[src/rtl/decap_packet.sv]
// Aurora RX de-encapsulator: checks packet order and router ID, then reassembles
// NUMBER_PACKET payloads into one DFX word presented with a valid/ready handshake.
module decap_packet #(
    parameter int unsigned DATA_WIDTH             = 1024,
    parameter int unsigned ADDR_WIDTH             = 10,
    parameter int unsigned DATA_DFX_WIDTH         = DATA_WIDTH + ADDR_WIDTH,
    parameter int unsigned RECOGNIZE_ROUTER_WIDTH = 2,
    parameter int unsigned NUMBER_PACKET          = 19,
    parameter int unsigned TTL_WIDTH              = $clog2(3),
    parameter int unsigned HEADER_WIDTH           = RECOGNIZE_ROUTER_WIDTH
                                                    + $clog2(NUMBER_PACKET) + TTL_WIDTH,
    parameter int unsigned AURORA_DATA_WIDTH      = 64,
    parameter int unsigned PAYLOAD_WIDTH          = AURORA_DATA_WIDTH - HEADER_WIDTH
) (
    input  logic                              clk,
    input  logic                              rst,
    input  logic [AURORA_DATA_WIDTH-1:0]      aurora_rx_data,
    input  logic                              aurora_rx_valid,
    output logic                              decap_ready,
    output logic [DATA_DFX_WIDTH-1:0]         data_dfx_recv,
    output logic [RECOGNIZE_ROUTER_WIDTH-1:0] router_id_recv,
    output logic [TTL_WIDTH-1:0]              ttl_recv,
    output logic                              data_decap_valid,
    input  logic                              dfx_ready,
    output logic                              decap_err
);
    localparam int unsigned PktW    = $clog2(NUMBER_PACKET);
    localparam int unsigned LastIdx = NUMBER_PACKET - 1;
    localparam int unsigned LastW   = DATA_DFX_WIDTH - LastIdx * PAYLOAD_WIDTH;

    typedef enum logic [1:0] {StIdle, StCollect, StDone} state_e;

    state_e                            state_q;
    logic [PktW-1:0]                   expected_q;
    logic [DATA_DFX_WIDTH-1:0]         data_q;
    logic [RECOGNIZE_ROUTER_WIDTH-1:0] id_q;
    logic [TTL_WIDTH-1:0]              ttl_q;
    logic                              valid_q;
    logic                              ready_q;
    logic                              err_q;

    logic [RECOGNIZE_ROUTER_WIDTH-1:0] rx_id;
    logic [PktW-1:0]                   rx_pkt;
    logic [TTL_WIDTH-1:0]              rx_ttl;
    logic [PAYLOAD_WIDTH-1:0]          rx_payload;
    logic                              accept;
    logic                              in_seq;
    logic                              store;
    logic                              is_last;

    assign rx_id      = aurora_rx_data[AURORA_DATA_WIDTH-1 -: RECOGNIZE_ROUTER_WIDTH];
    assign rx_pkt     = aurora_rx_data[AURORA_DATA_WIDTH-RECOGNIZE_ROUTER_WIDTH-1 -: PktW];
    assign rx_ttl     = aurora_rx_data[PAYLOAD_WIDTH +: TTL_WIDTH];
    assign rx_payload = aurora_rx_data[PAYLOAD_WIDTH-1:0];

    // Ready is gated by rst so it reads 0 while reset is held and 1 right after release.
    assign decap_ready = ready_q & ~rst;
    assign accept      = aurora_rx_valid & decap_ready;
    assign in_seq      = (state_q == StCollect) && (rx_pkt == expected_q) && (rx_id == id_q);
    assign store       = accept && ((rx_pkt == '0) || in_seq);
    assign is_last     = (rx_pkt == PktW'(LastIdx));

    always_ff @(posedge clk) begin
        if (rst) begin
            state_q    <= StIdle;
            expected_q <= '0;
            data_q     <= '0;
            id_q       <= '0;
            ttl_q      <= '0;
            valid_q    <= 1'b0;
            ready_q    <= 1'b1;
            err_q      <= 1'b0;
        end else begin
            err_q <= 1'b0;
            case (state_q)
                StIdle, StCollect: begin
                    if (accept) begin
                        if (rx_pkt == '0) begin
                            // A packet 0 mid-frame restarts the frame with this word.
                            err_q      <= (state_q == StCollect);
                            id_q       <= rx_id;
                            ttl_q      <= rx_ttl;
                            expected_q <= PktW'(1);
                            state_q    <= StCollect;
                        end else if (in_seq) begin
                            if (is_last) begin
                                expected_q <= '0;
                                state_q    <= StDone;
                                valid_q    <= 1'b1;
                                ready_q    <= 1'b0;
                            end else begin
                                expected_q <= expected_q + PktW'(1);
                            end
                        end else begin
                            err_q      <= 1'b1;
                            expected_q <= '0;
                            state_q    <= StIdle;
                        end
                    end
                end
                StDone: begin
                    if (dfx_ready) begin
                        state_q <= StIdle;
                        valid_q <= 1'b0;
                        ready_q <= 1'b1;
                    end
                end
                default: state_q <= StIdle;
            endcase

            if (store) begin
                for (int k = 0; k < int'(LastIdx); k++) begin
                    if (rx_pkt == PktW'(k)) begin
                        data_q[k*PAYLOAD_WIDTH +: PAYLOAD_WIDTH] <= rx_payload;
                    end
                end
                // The last word only fills the remaining top bits of the DFX word.
                if (is_last) begin
                    data_q[DATA_DFX_WIDTH-1 -: LastW] <= rx_payload[LastW-1:0];
                end
            end
        end
    end

    assign data_dfx_recv    = data_q;
    assign router_id_recv   = id_q;
    assign ttl_recv         = ttl_q;
    assign data_decap_valid = valid_q;
    assign decap_err        = err_q;
endmodule

[config.mk]
export PLATFORM = sky130hd
export DESIGN_NAME = decap_packet
export DESIGN_NICKNAME = d
export VERILOG_FILES = /design/src/rtl/decap_packet.sv
export SDC_FILE = /design/constraint.sdc
export NUM_CORES = 2
export LEC_CHECK = 0
export CAP_MARGIN = 10
export CORE_AREA = 2 2 429 431
export DETAILED_ROUTE_END_ITERATION = 12
export DIE_AREA = 0 0 431 433
export RECOVER_POWER = 25
export SLEW_MARGIN = 20
export SYNTH_ARGS = -nofsm -noshare
export SYNTH_HDL_FRONTEND = slang
export SYNTH_SLANG_ARGS = --single-unit
[constraint.sdc]
create_clock -name clk -period 5.1 [get_ports clk]
set_clock_uncertainty 0.05 [all_clocks]
set_input_delay 0.765 -clock clk [delete_from_list [all_inputs] [get_ports clk]]
set_output_delay 0.765 -clock clk [all_outputs]
set_load 0.1 [all_outputs]
==> metrics.txt <==
hold crit path type input port to flop; worst path cell trace dlygate4sd3_1 > xor2_1 > nor4_1 > nand4_1 > clkbuf_2 > mux2i_1 > nor2_1; Initial Utilization 0.209; DP HPWL 131 mm; largest net degree at the start of global routing 244; max_cap viols 8; Area Overhead vs Synth 43.2%; Die Y 433 um; cts repair resizes 0; Top Ports 1,109; die area 0.187 mm^2; CP Data Required Time 5.60 ns; postcts setup bufs 0; leakage dissipation 19.4 nW; DR iter-0 viols 3,302; H-tree levels 3; Synth Register Bits 1,048; site row count 157; WL/cell 24.3 um; core box area 0.182 mm^2; crit path DAT 4.57 ns; Mapped Area 0.0380 mm^2; Slew Limit Fails 303; antenna violations before repair 29; Post-Route WL 192 mm; GRT Overall Usage 0.195; Worst VDD drop 0.244 mV; status finished, violations left; RSZ-0062 raised after global routing false; gpl congestion 0.826; commonest non-fill, non-tap cell in the layout nand2_1; via count 35.7k; maximum root-to-sink buffer count 3; total CTS buffers 113; PwrDens 319 mW/mm^2; clock slew at reported path FFs 0.06 ns; asr flop ratio synth 0; Max FO, Critical Path 46; synth warn 0; Initial DRT Pass Iterations 8; # port buffers 1,108; post-layout util 0.299; DRC 0; Gate Count Post-Synth 4,546; post-synthesis average cell area 8.36 um^2; crit-path max cell delay 1.20 ns; register area share after synthesis 0.552; clock sinks 1,048; clk_lat worst skew 0.75 ns; vias in the first global route 32.9k; die extent in x 431 um; Final Setup Violations 0; CTS tree yes; CP startpoint kind input port; nets 5,499; Worst setup EP type flop; critical path's slowest cell clkbuf_2; count of final hold-check violations 0; min cycle time layout 4.06 ns; share of cells above drive strength 1 0.0584; hold buffers post-CTS 0; WS Path Type input port to flop; crit share post-route 0.797; worst-margin pin slew 2.28 ns; Primary FF master, synth dfxtp_1; syn nets 4,615; clk root buf clkbuf_16; Post-synth EDFFs 0; failing checks capacitance limit, slew limit; WHS 0.325 ns; grt ovf 0; Max Fclk 246 MHz; setup TNS 0 ns; Yosys cell types 41; commonest cells after routing, fill and taps aside 1,657 x nand2_1, 1,048 x dfxtp_1, 915 x clkdlybuf4s50_1; first-pass GRT wire length 258 mm; ANT nets after route 0; Max transition margin -0.521; vias per cell 4.51
-- synth_stat cells, drive strengths merged, types with 3 or more instances --
master     n  area share
a21oi    833        0.11
xor2       7      0.0016
inv        3     0.00030
nor3      15      0.0020
mux2i    213       0.056
nor2      55      0.0054
nand2b   225       0.037
o21ai      4     0.00053
buf      232       0.040
clkbuf   187       0.018
and3       9      0.0015
dfxtp   1048        0.55
or4       10      0.0021
nand3     12      0.0016
nor4      12      0.0037
nand2   1657        0.16
-- per-stage QoR --
stage / setup WS (ns) / total power, mW / std cells / instance area, um^2
after detailed placement: 0.604 / 9.03 / 7700 / 50700
after CTS: 1.46 / 17.5 / 7903 / 54500
after global routing: 0.901 / 17.9 / 7912 / 54400
after floorplan: 1.61 / 8.68 / 4546 / 38000
after global placement: 0.698 / 9.03 / 7700 / 50700
final: 1.04 / 17.4 / 7919 / 54400
-- layer usage --
layer	wire [um]	up-vias	global-route usage
li1	-	16379	-
met1	73000	17285	0.228
met2	92500	1688	0.327
met3	16900	381	0.0506
met4	9990	6	0.103
met5	46	-	0
-- worst paths after layout --
check                                        from                          endpoint  slack, ns  cells past startpoint
setup / recovery               aurora_rx_data[57]  data_dfx_recv[1023]$_SDFFE_PP0P_       1.04                      7
hold / removal                                rst   data_dfx_recv[391]$_SDFFE_PP0P_       0.32                      2
setup reg to reg   router_id_recv[1]$_SDFFE_PP0P_  data_dfx_recv[1023]$_SDFFE_PP0P_       1.37                      6
hold reg to reg   data_dfx_recv[583]$_SDFFE_PP0P_   data_dfx_recv[583]$_SDFFE_PP0P_       0.40                      2
-- cell type report --
| class | count | area [um^2] |
|---|---|---|
| clock buffer | 174 | 3440 |
| multi-input combinational | 3076 | 15000 |
| clock inverter | 29 | 417 |
| tap | 2385 | 2980 |
| sequential | 1048 | 21000 |
| antenna | 16 | 40.0 |
| inverter | 3 | 11.3 |
| fill | 19053 | 128000 |
| timing repair buffer | 1188 | 11600 |
-- state kept, by name, indices dropped and copies added, names as in the netlist --
signal / cells
data_decap_valid: 1
data_dfx_recv: 1034
decap_err: 1
expected_q: 5
ready_q: 1
router_id_recv: 2
state_q: 2
ttl_recv: 2
-- critical path: cells and delay by family --
family,cells,cell delay [ns]
simple gates,3,0.91
buf+inv,2,2.06
xor+xnor,1,0.22
mux,1,0.50
-- power by group --
part	switching (mW)	leakage, nW	internal [mW]
registers	0.00228	8.44	8.19
clock network	3.62	1.88	4.89
logic	0.547	9.09	0.112
total	4.17	19.4	13.2
-- logic make-up after synthesis --
| logic type | share of synthesized area |
|---|---|
| and+or+nand+nor | 0.221 |
| adders and majority gates | 0.000329 |
| xor gates and xnor gates | 0.00161 |
| AOI/OAI and AO/OA | 0.111 |
| DFF | 0.552 |
| muxes | 0.0561 |
| buffers and inverters | 0.0586 |
No activity file was read; power rests on OpenSTA's default activity.
